`src/rtl/nibble_serial_adder.sv`:
```
// nibble_serial_adder
//
// Multi-cycle WIDTH-bit adder built around a single 4-bit carry-lookahead
// cell. One nibble is added per clock, least-significant nibble first, and
// the carry between nibbles lives in a register. A full addition takes NIB
// (= WIDTH/4) clocks from the accepting edge, followed by a one-cycle done
// pulse during which the block is already idle again.
//
// WIDTH must be a multiple of 4 and at least 8.
//
// Ports:
//   clk    in   1      rising-edge clock
//   rst_n  in   1      asynchronous active-low reset
//   start  in   1      request a new addition (only honoured while idle)
//   a      in   WIDTH  operand A, captured on the accepting edge
//   b      in   WIDTH  operand B, captured on the accepting edge
//   cin    in   1      carry into nibble 0, captured on the accepting edge
//   busy   out  1      high while an addition is in progress
//   done   out  1      one-cycle pulse; sum/cout/ovf valid from this cycle on
//   sum    out  WIDTH  registered result, held until the next completion
//   cout   out  1      carry out of the most significant nibble
//   ovf    out  1      two's-complement overflow of the signed interpretation

module nibble_serial_adder #(
  parameter int WIDTH = 16
) (
  input  logic             clk,
  input  logic             rst_n,
  input  logic             start,
  input  logic [WIDTH-1:0] a,
  input  logic [WIDTH-1:0] b,
  input  logic             cin,
  output logic             busy,
  output logic             done,
  output logic [WIDTH-1:0] sum,
  output logic             cout,
  output logic             ovf
);

  localparam int NIB = WIDTH / 4;
  localparam int KW  = (NIB > 1) ? $clog2(NIB) : 1;

  typedef enum logic {
    IDLE = 1'b0,
    RUN  = 1'b1
  } state_t;

  state_t state;
  state_t next_state;

  logic [WIDTH-1:0] a_reg;
  logic [WIDTH-1:0] b_reg;
  logic [WIDTH-1:0] part;
  logic             carry;
  logic [KW-1:0]    k;
  logic             last;

  logic [3:0] cell_x;
  logic [3:0] cell_y;
  logic [3:0] cell_g;
  logic [3:0] cell_p;
  logic [4:0] cell_c;
  logic [3:0] cell_sum;
  logic       cell_cout;

  assign last = (k == KW'(NIB - 1));
  assign busy = (state == RUN);

  // 4-bit carry-lookahead cell. Every internal carry is written out as a
  // flat sum of generate/propagate products so the nibble carry chain is a
  // two-level function of the operands and the incoming carry register.
  always_comb begin
    cell_x    = a_reg[4*k +: 4];
    cell_y    = b_reg[4*k +: 4];
    cell_g    = cell_x & cell_y;
    cell_p    = cell_x ^ cell_y;
    cell_c[0] = carry;
    cell_c[1] = cell_g[0]
              | (cell_p[0] & carry);
    cell_c[2] = cell_g[1]
              | (cell_p[1] & cell_g[0])
              | (cell_p[1] & cell_p[0] & carry);
    cell_c[3] = cell_g[2]
              | (cell_p[2] & cell_g[1])
              | (cell_p[2] & cell_p[1] & cell_g[0])
              | (cell_p[2] & cell_p[1] & cell_p[0] & carry);
    cell_c[4] = cell_g[3]
              | (cell_p[3] & cell_g[2])
              | (cell_p[3] & cell_p[2] & cell_g[1])
              | (cell_p[3] & cell_p[2] & cell_p[1] & cell_g[0])
              | (cell_p[3] & cell_p[2] & cell_p[1] & cell_p[0] & carry);
    cell_sum  = cell_p ^ cell_c[3:0];
    cell_cout = cell_c[4];
  end

  // State register.
  always_ff @(posedge clk or negedge rst_n) begin
    if (!rst_n) begin
      state <= IDLE;
    end else begin
      state <= next_state;
    end
  end

  // Next-state logic: start is only looked at while idle, so a request made
  // during RUN is simply dropped rather than queued.
  always_comb begin
    next_state = state;
    case (state)
      IDLE: if (start) next_state = RUN;
      RUN:  if (last)  next_state = IDLE;
      default: next_state = IDLE;
    endcase
  end

  // Datapath. Results are only written at the completion edge, so sum,
  // cout and ovf never expose a partially accumulated value. The top nibble
  // goes straight from the cell into sum instead of through part.
  always_ff @(posedge clk or negedge rst_n) begin
    if (!rst_n) begin
      a_reg <= '0;
      b_reg <= '0;
      part  <= '0;
      carry <= 1'b0;
      k     <= '0;
      done  <= 1'b0;
      sum   <= '0;
      cout  <= 1'b0;
      ovf   <= 1'b0;
    end else begin
      done <= 1'b0;
      case (state)
        IDLE: begin
          if (start) begin
            a_reg <= a;
            b_reg <= b;
            carry <= cin;
            k     <= '0;
            part  <= '0;
          end
        end
        RUN: begin
          part[4*k +: 4] <= cell_sum;
          carry          <= cell_cout;
          k              <= k + KW'(1);
          if (last) begin
            sum  <= {cell_sum, part[WIDTH-5:0]};
            cout <= cell_cout;
            ovf  <= (a_reg[WIDTH-1] == b_reg[WIDTH-1]) &&
                    (cell_sum[3] != a_reg[WIDTH-1]);
            done <= 1'b1;
            k    <= '0;
          end
        end
        default: begin
          k <= '0;
        end
      endcase
    end
  end

endmodule

```
`config.mk`:
```
export PLATFORM = sky130hd
export DESIGN_NAME = nibble_serial_adder
export DESIGN_NICKNAME = d
export VERILOG_FILES = /design/src/rtl/nibble_serial_adder.sv
export SDC_FILE = /design/constraint.sdc
export NUM_CORES = 1
export LEC_CHECK = 0
export ABC_CLOCK_PERIOD_IN_PS = 4880
export BUFFER_PORTS_ARGS = -buffer_cell sky130_fd_sc_hd__buf_2
export CORE_ASPECT_RATIO = 0.6
export CORE_MARGIN = 5
export CORE_UTILIZATION = 59
export CTS_CLUSTER_SIZE = 14
export DETAILED_ROUTE_END_ITERATION = 6
export PLACE_DENSITY_LB_ADDON = 0.25
export SYNTH_ARGS = -nofsm -noshare
export SYNTH_HDL_FRONTEND = slang
export SYNTH_SLANG_ARGS = --single-unit
```
`constraint.sdc`:
```
create_clock -name clk -period 4.88 [get_ports clk]
set_input_delay 0.488 -clock clk [delete_from_list [all_inputs] [get_ports clk]]
set_output_delay 0.488 -clock clk [all_outputs]
set_load 0.02 [all_outputs]
```
### After elaboration in Yosys (flattened, before gate mapping)

Index checks and enable logic that the tools add are counted.

* add/sub/neg operators: 2
* eq/ne operators: 4
* shifts and indexed selects: 4
* multiplexer cells: 13
* bitwise gates (word level): 30
* reduce and logical (&&, ||, !) cells: 3

Operators with widths (count)
* 4-bit negation with 34-bit output: 1
* 4-bit by 34-bit variable shift with 16-bit output (first input constant): 1
* 4-bit by 34-bit indexed part select with 16-bit output: 1
* 16-bit case mux with 2 select lines: 1
* 16-bit by 5-bit indexed part select with 4-bit output: 2
* 1-bit AND: 16
* 16-bit bitwise mux: 1
* 16-bit 2-to-1 mux: 1
* 1-bit bitwise OR: 10
* 4-bit bitwise XOR: 2
* 1-bit 2-to-1 mux: 5
* 4-bit AND: 1
* 2-bit 2-to-1 mux: 2
* 1-bit case mux with 2 select lines: 2
* 2-bit case mux with 2 select lines: 1
* 2-bit AND reduction: 2
* 2-bit by 1-bit adder with 2-bit output (second input constant): 1
* 2-bit == test (second input constant): 1
* 2-bit != test (second input constant): 1
* 1-bit == test: 1
* 1-bit logical AND: 1
* 1-bit != test: 1
* 1-bit NOT: 1

* register bits: 71
* output and inout bits: 20
* logic and storage cells: 66

### Depth between registers and ports, before layout

* depth after elaboration: 10
* mapped depth: 7

### Worst setup path after synthesis

OpenSTA, ideal clock, no wires.

* path kind: reg-to-reg
* start: register k[0]
* end: register ovf
* setup time: 0.087 ns
* arrival time: 2.465 ns
* slack: 2.329 ns
* stages on the path, launching flop included: 8
* clock period less this slack: 2.551 ns
* path through: dfrtp_1 buf_2 mux4_2 ha_1 a21o_1 and4_4 or3_4 o211ai_1

* cells in the longest elaborated chain, start to end: 9

Ends and longest elaborated chain
* start: declaration: line 55 `logic [KW-1:0] k;`
* start signal: assignment: line 145 `k <= k + KW'(1);`
* 16-bit by 5-bit indexed part select with 4-bit output, on equally long branches: line 73, 74
* 4-bit bitwise XOR or 4-bit AND (tied branches): line 76, 75
* 1-bit AND, on equally long branches: line 84, 85, 86
* 1-bit bitwise OR (tied with other cells): line 84 `| (cell_p[2] & cell_g[1])`
* 1-bit bitwise OR or 1-bit AND (tied branches): line 85, 86
* 1-bit bitwise OR: line 86 `| (cell_p[2] & cell_p[1] & cell_p[0] & carry);`
* 4-bit bitwise XOR: line 92 `cell_sum = cell_p ^ cell_c[3:0];`
* 1-bit != test: line 150 `(cell_sum[3] != a_reg[WIDTH-1]);`
* 1-bit logical AND: line 149 `ovf <= (a_reg[WIDTH-1] == b_reg[WIDTH-1]) &&`
* end signal: assignment: line 149
* end: declaration: line 37 `output logic ovf`

Several ways; a longest one is shown, not always the timed one.
A chain may end at the register's enable or synchronous reset.

### Final worst setup path

Ends and elaborated chain as after synthesis.

==> reports/metrics.cfg <==
[status]
status = completed

[route]
drtPass1Iterations = 4
post_drt_wl_per_cell_um = 17.27
num_vias = 1815
drtIter0Drc = 72
totalWireLength_um = 5732
drc_errors = 0
via_per_inst = 5.467
drtAntennaViolNets = 0

[clock_tree]
clockBufferDepth = 2
numCtsBuffers = 9
clk_latency_ns = 0.35
cts_root_buf = clkbuf_8
post_cts_resized = 0
holdBufCountCts = 0
cts_setup_buffers = 0
cts.sinks = 67
htreeDepth = 3
clk_pin_slew_ns = 0.07
cts_tree = built

[worst_setup_path]
worst-path-max-fanout = 14
crit_required_ns = 5.14
path_buf_inv = 0
r2r_start = k[0]$_DFFE_PN0P_
crit_chain = mux4_2 -> ha_1 -> a21o_1 -> and4_4 -> or3_4 -> o211ai_1
crit_start = k[0]$_DFFE_PN0P_
worstSetupPathType = register to register
critPathMaxStageDelay_ns = 0.76
crit_path_start_kind = register
critPathSlowestCell = dfrtp_1
cpLargestDelayFamily = flip-flops
critPathCaptureType = register
crit_arrival_ns = 3.09

[timing]
post-route-min-period_ns = 2.829
setup_violations = 0
hold_slack_ns = 0.3097
hold_violations = 0
final_max_slew_viol_count = 0
skew_ns = 0.009706
setup_slack_ns = 2.051
final.period_utilization = 0.5797
rsz0062_at_grt = false
tightest_slew_ns = 0.8299
max_slew_margin = 0.4454
fin_tns_setup_ns = 0
max_clock_freq_mhz = 353.5

[grt]
grt_usage = 0.1968
grt_overflow = 0
antenna_found_initial = 0
grt_pass1_wl_um = 9701
grt_max_degree = 68
grt_pass1_vias = 1927

[finish]
fin_area_um2 = 3458
fin_nets = 311
syn2layout_area_growth_pct = 18.02
seq_area_um2 = 1677
drive_gt1_frac = 0.4758
fill_cells = 310
utilization = 0.7384
diodes = 0
multiInputGateArea_um2 = 1194
layout.cells.non_filler = 332

[placed_design]
numPortBuffers = 55
placed_cells = 318
dp_slack_ns = 2.007
place_congestion = 0.7775
hpwl_um = 4203
place_area_um2 = 3258

[yosys]
synth_fp_nets = 252
yosys_register_bits = 67
avgSynthCellArea_um2 = 14.16
yosys_warnings = 0
ys_types = 29
ys_seq_area_frac = 0.5722
synthCells = 207
syn_area_um2 = 2930

[run]
drv_cap = 0

[floorplan]
dieArea_um2 = 6522
die_y_um = 64.59
rows = 19
die_w_um = 101.0
io_pins = 56
core_um2 = 4683
initial_core_util = 0.6257

[power]
p_leak_nw = 1.664
finalPower_mw = 2.794
ir_worst_vdd_mv = 0.4614
pwr_density_cell_nw_per_um2 = 807.8

[worst_hold_path]
hp-class = primary input to async pin

-- power by group --
part | switching, mW | leakage, nW | total, mW | internal (mW)
registers | 0.186 | 0.841 | 0.989 | 0.802
clock network | 0.195 | 0.104 | 0.467 | 0.271
logic | 0.696 | 0.719 | 1.34 | 0.642
-- worst reg2reg max path, cell delays in order (launching register included) --
cell,delay (ns)
dfrtp_1,0.76
mux4_2,0.64
ha_1,0.35
a21o_1,0.19
and4_4,0.20
or3_4,0.42
o211ai_1,0.20
-- cell type report --
| cell class | instances | area share |
|---|---|---|
| clock buffers | 12 | 0.04776 |
| clock inverters | 2 | 0.01013 |
| inverters | 5 | 0.005427 |
| multi-input cells | 126 | 0.3452 |
| flip-flops and latches | 67 | 0.4848 |
| well taps | 63 | 0.02279 |
| repair buffers | 57 | 0.08394 |
-- logic make-up after synthesis --
| kind of cell | Yosys count | share of synthesized area |
|---|---|---|
| compound gates | 30 | 0.06661 |
| xor+xnor | 2 | 0.005979 |
| fa+ha+maj | 9 | 0.04099 |
| simple gates | 31 | 0.05466 |
| buf+inv | 14 | 0.02135 |
| flops | 67 | 0.5722 |
| mux | 54 | 0.2383 |
-- placed cells by master (no fill, tap or decap), types with 5 or more instances in the layout --
cell type	instances
mux4_2	8
a21oi_1	6
a22o_1	8
inv_1	5
nand2_1	12
mux2_2	46
o21ai_0	6
clkbuf_8	12
dfrtp_1	67
nor2_1	5
ha_1	8
buf_2	55
-- Yosys cell counts --
cell type	number	area, µm²
xnor2_1	2	17.52
o31ai_1	1	7.510
or3_4	1	11.26
a22o_1	8	70.07
o211ai_1	1	7.510
nor3_1	1	5.000
inv_1	5	18.77
ha_1	8	100.1
a21oi_1	6	30.03
a211oi_1	2	15.01
a21o_1	1	7.510
or3_1	1	6.260
o21ai_1	4	20.02
mux2_2	46	518.0
mux4_2	8	180.2
buf_2	8	40.04
nor2_1	5	18.77
clkbuf_1	1	3.750
and3b_1	1	8.760
and3_1	1	6.260
dfrtp_1	67	1677
nor2b_1	5	31.28
nand3_1	2	10.01
and4_4	1	11.26
nand2_1	12	45.04
fa_1	1	20.02
o21ai_0	6	30.03
o21a_1	1	7.510
nand4_1	1	6.260
-- routing by layer --
| metal | vias up | GRT usage | wire [µm] |
|---|---|---|---|
| li1 | 862 | - | - |
| met1 | 880 | 0.2886 | 2842 |
| met2 | 61 | 0.2713 | 2369 |
| met3 | 12 | 0.07395 | 433 |
| met4 | 0 | 0.06468 | 86 |
| met5 | - | 0 | 0 |
-- final timing paths --
| check | to | slack [ns] | cells after the start |
|---|---|---|---|
| hold reg to reg | sum[13]$_DFFE_PN0P_ | 0.49 | 2 |
| min in group clk | b_reg[1]$_DFFE_PN0P_ | 0.37 | 2 |
| setup reg to reg | ovf$_DFFE_PN0P_ | 2.05 | 6 |
| setup / recovery | ovf$_DFFE_PN0P_ | 2.05 | 6 |
| hold / removal | a_reg[10]$_DFFE_PN0P_ | 0.31 | 2 |
| max in group asynchronous | a_reg[11]$_DFFE_PN0P_ | 4.01 | 2 |
Power figures use the tool's default switching activity.
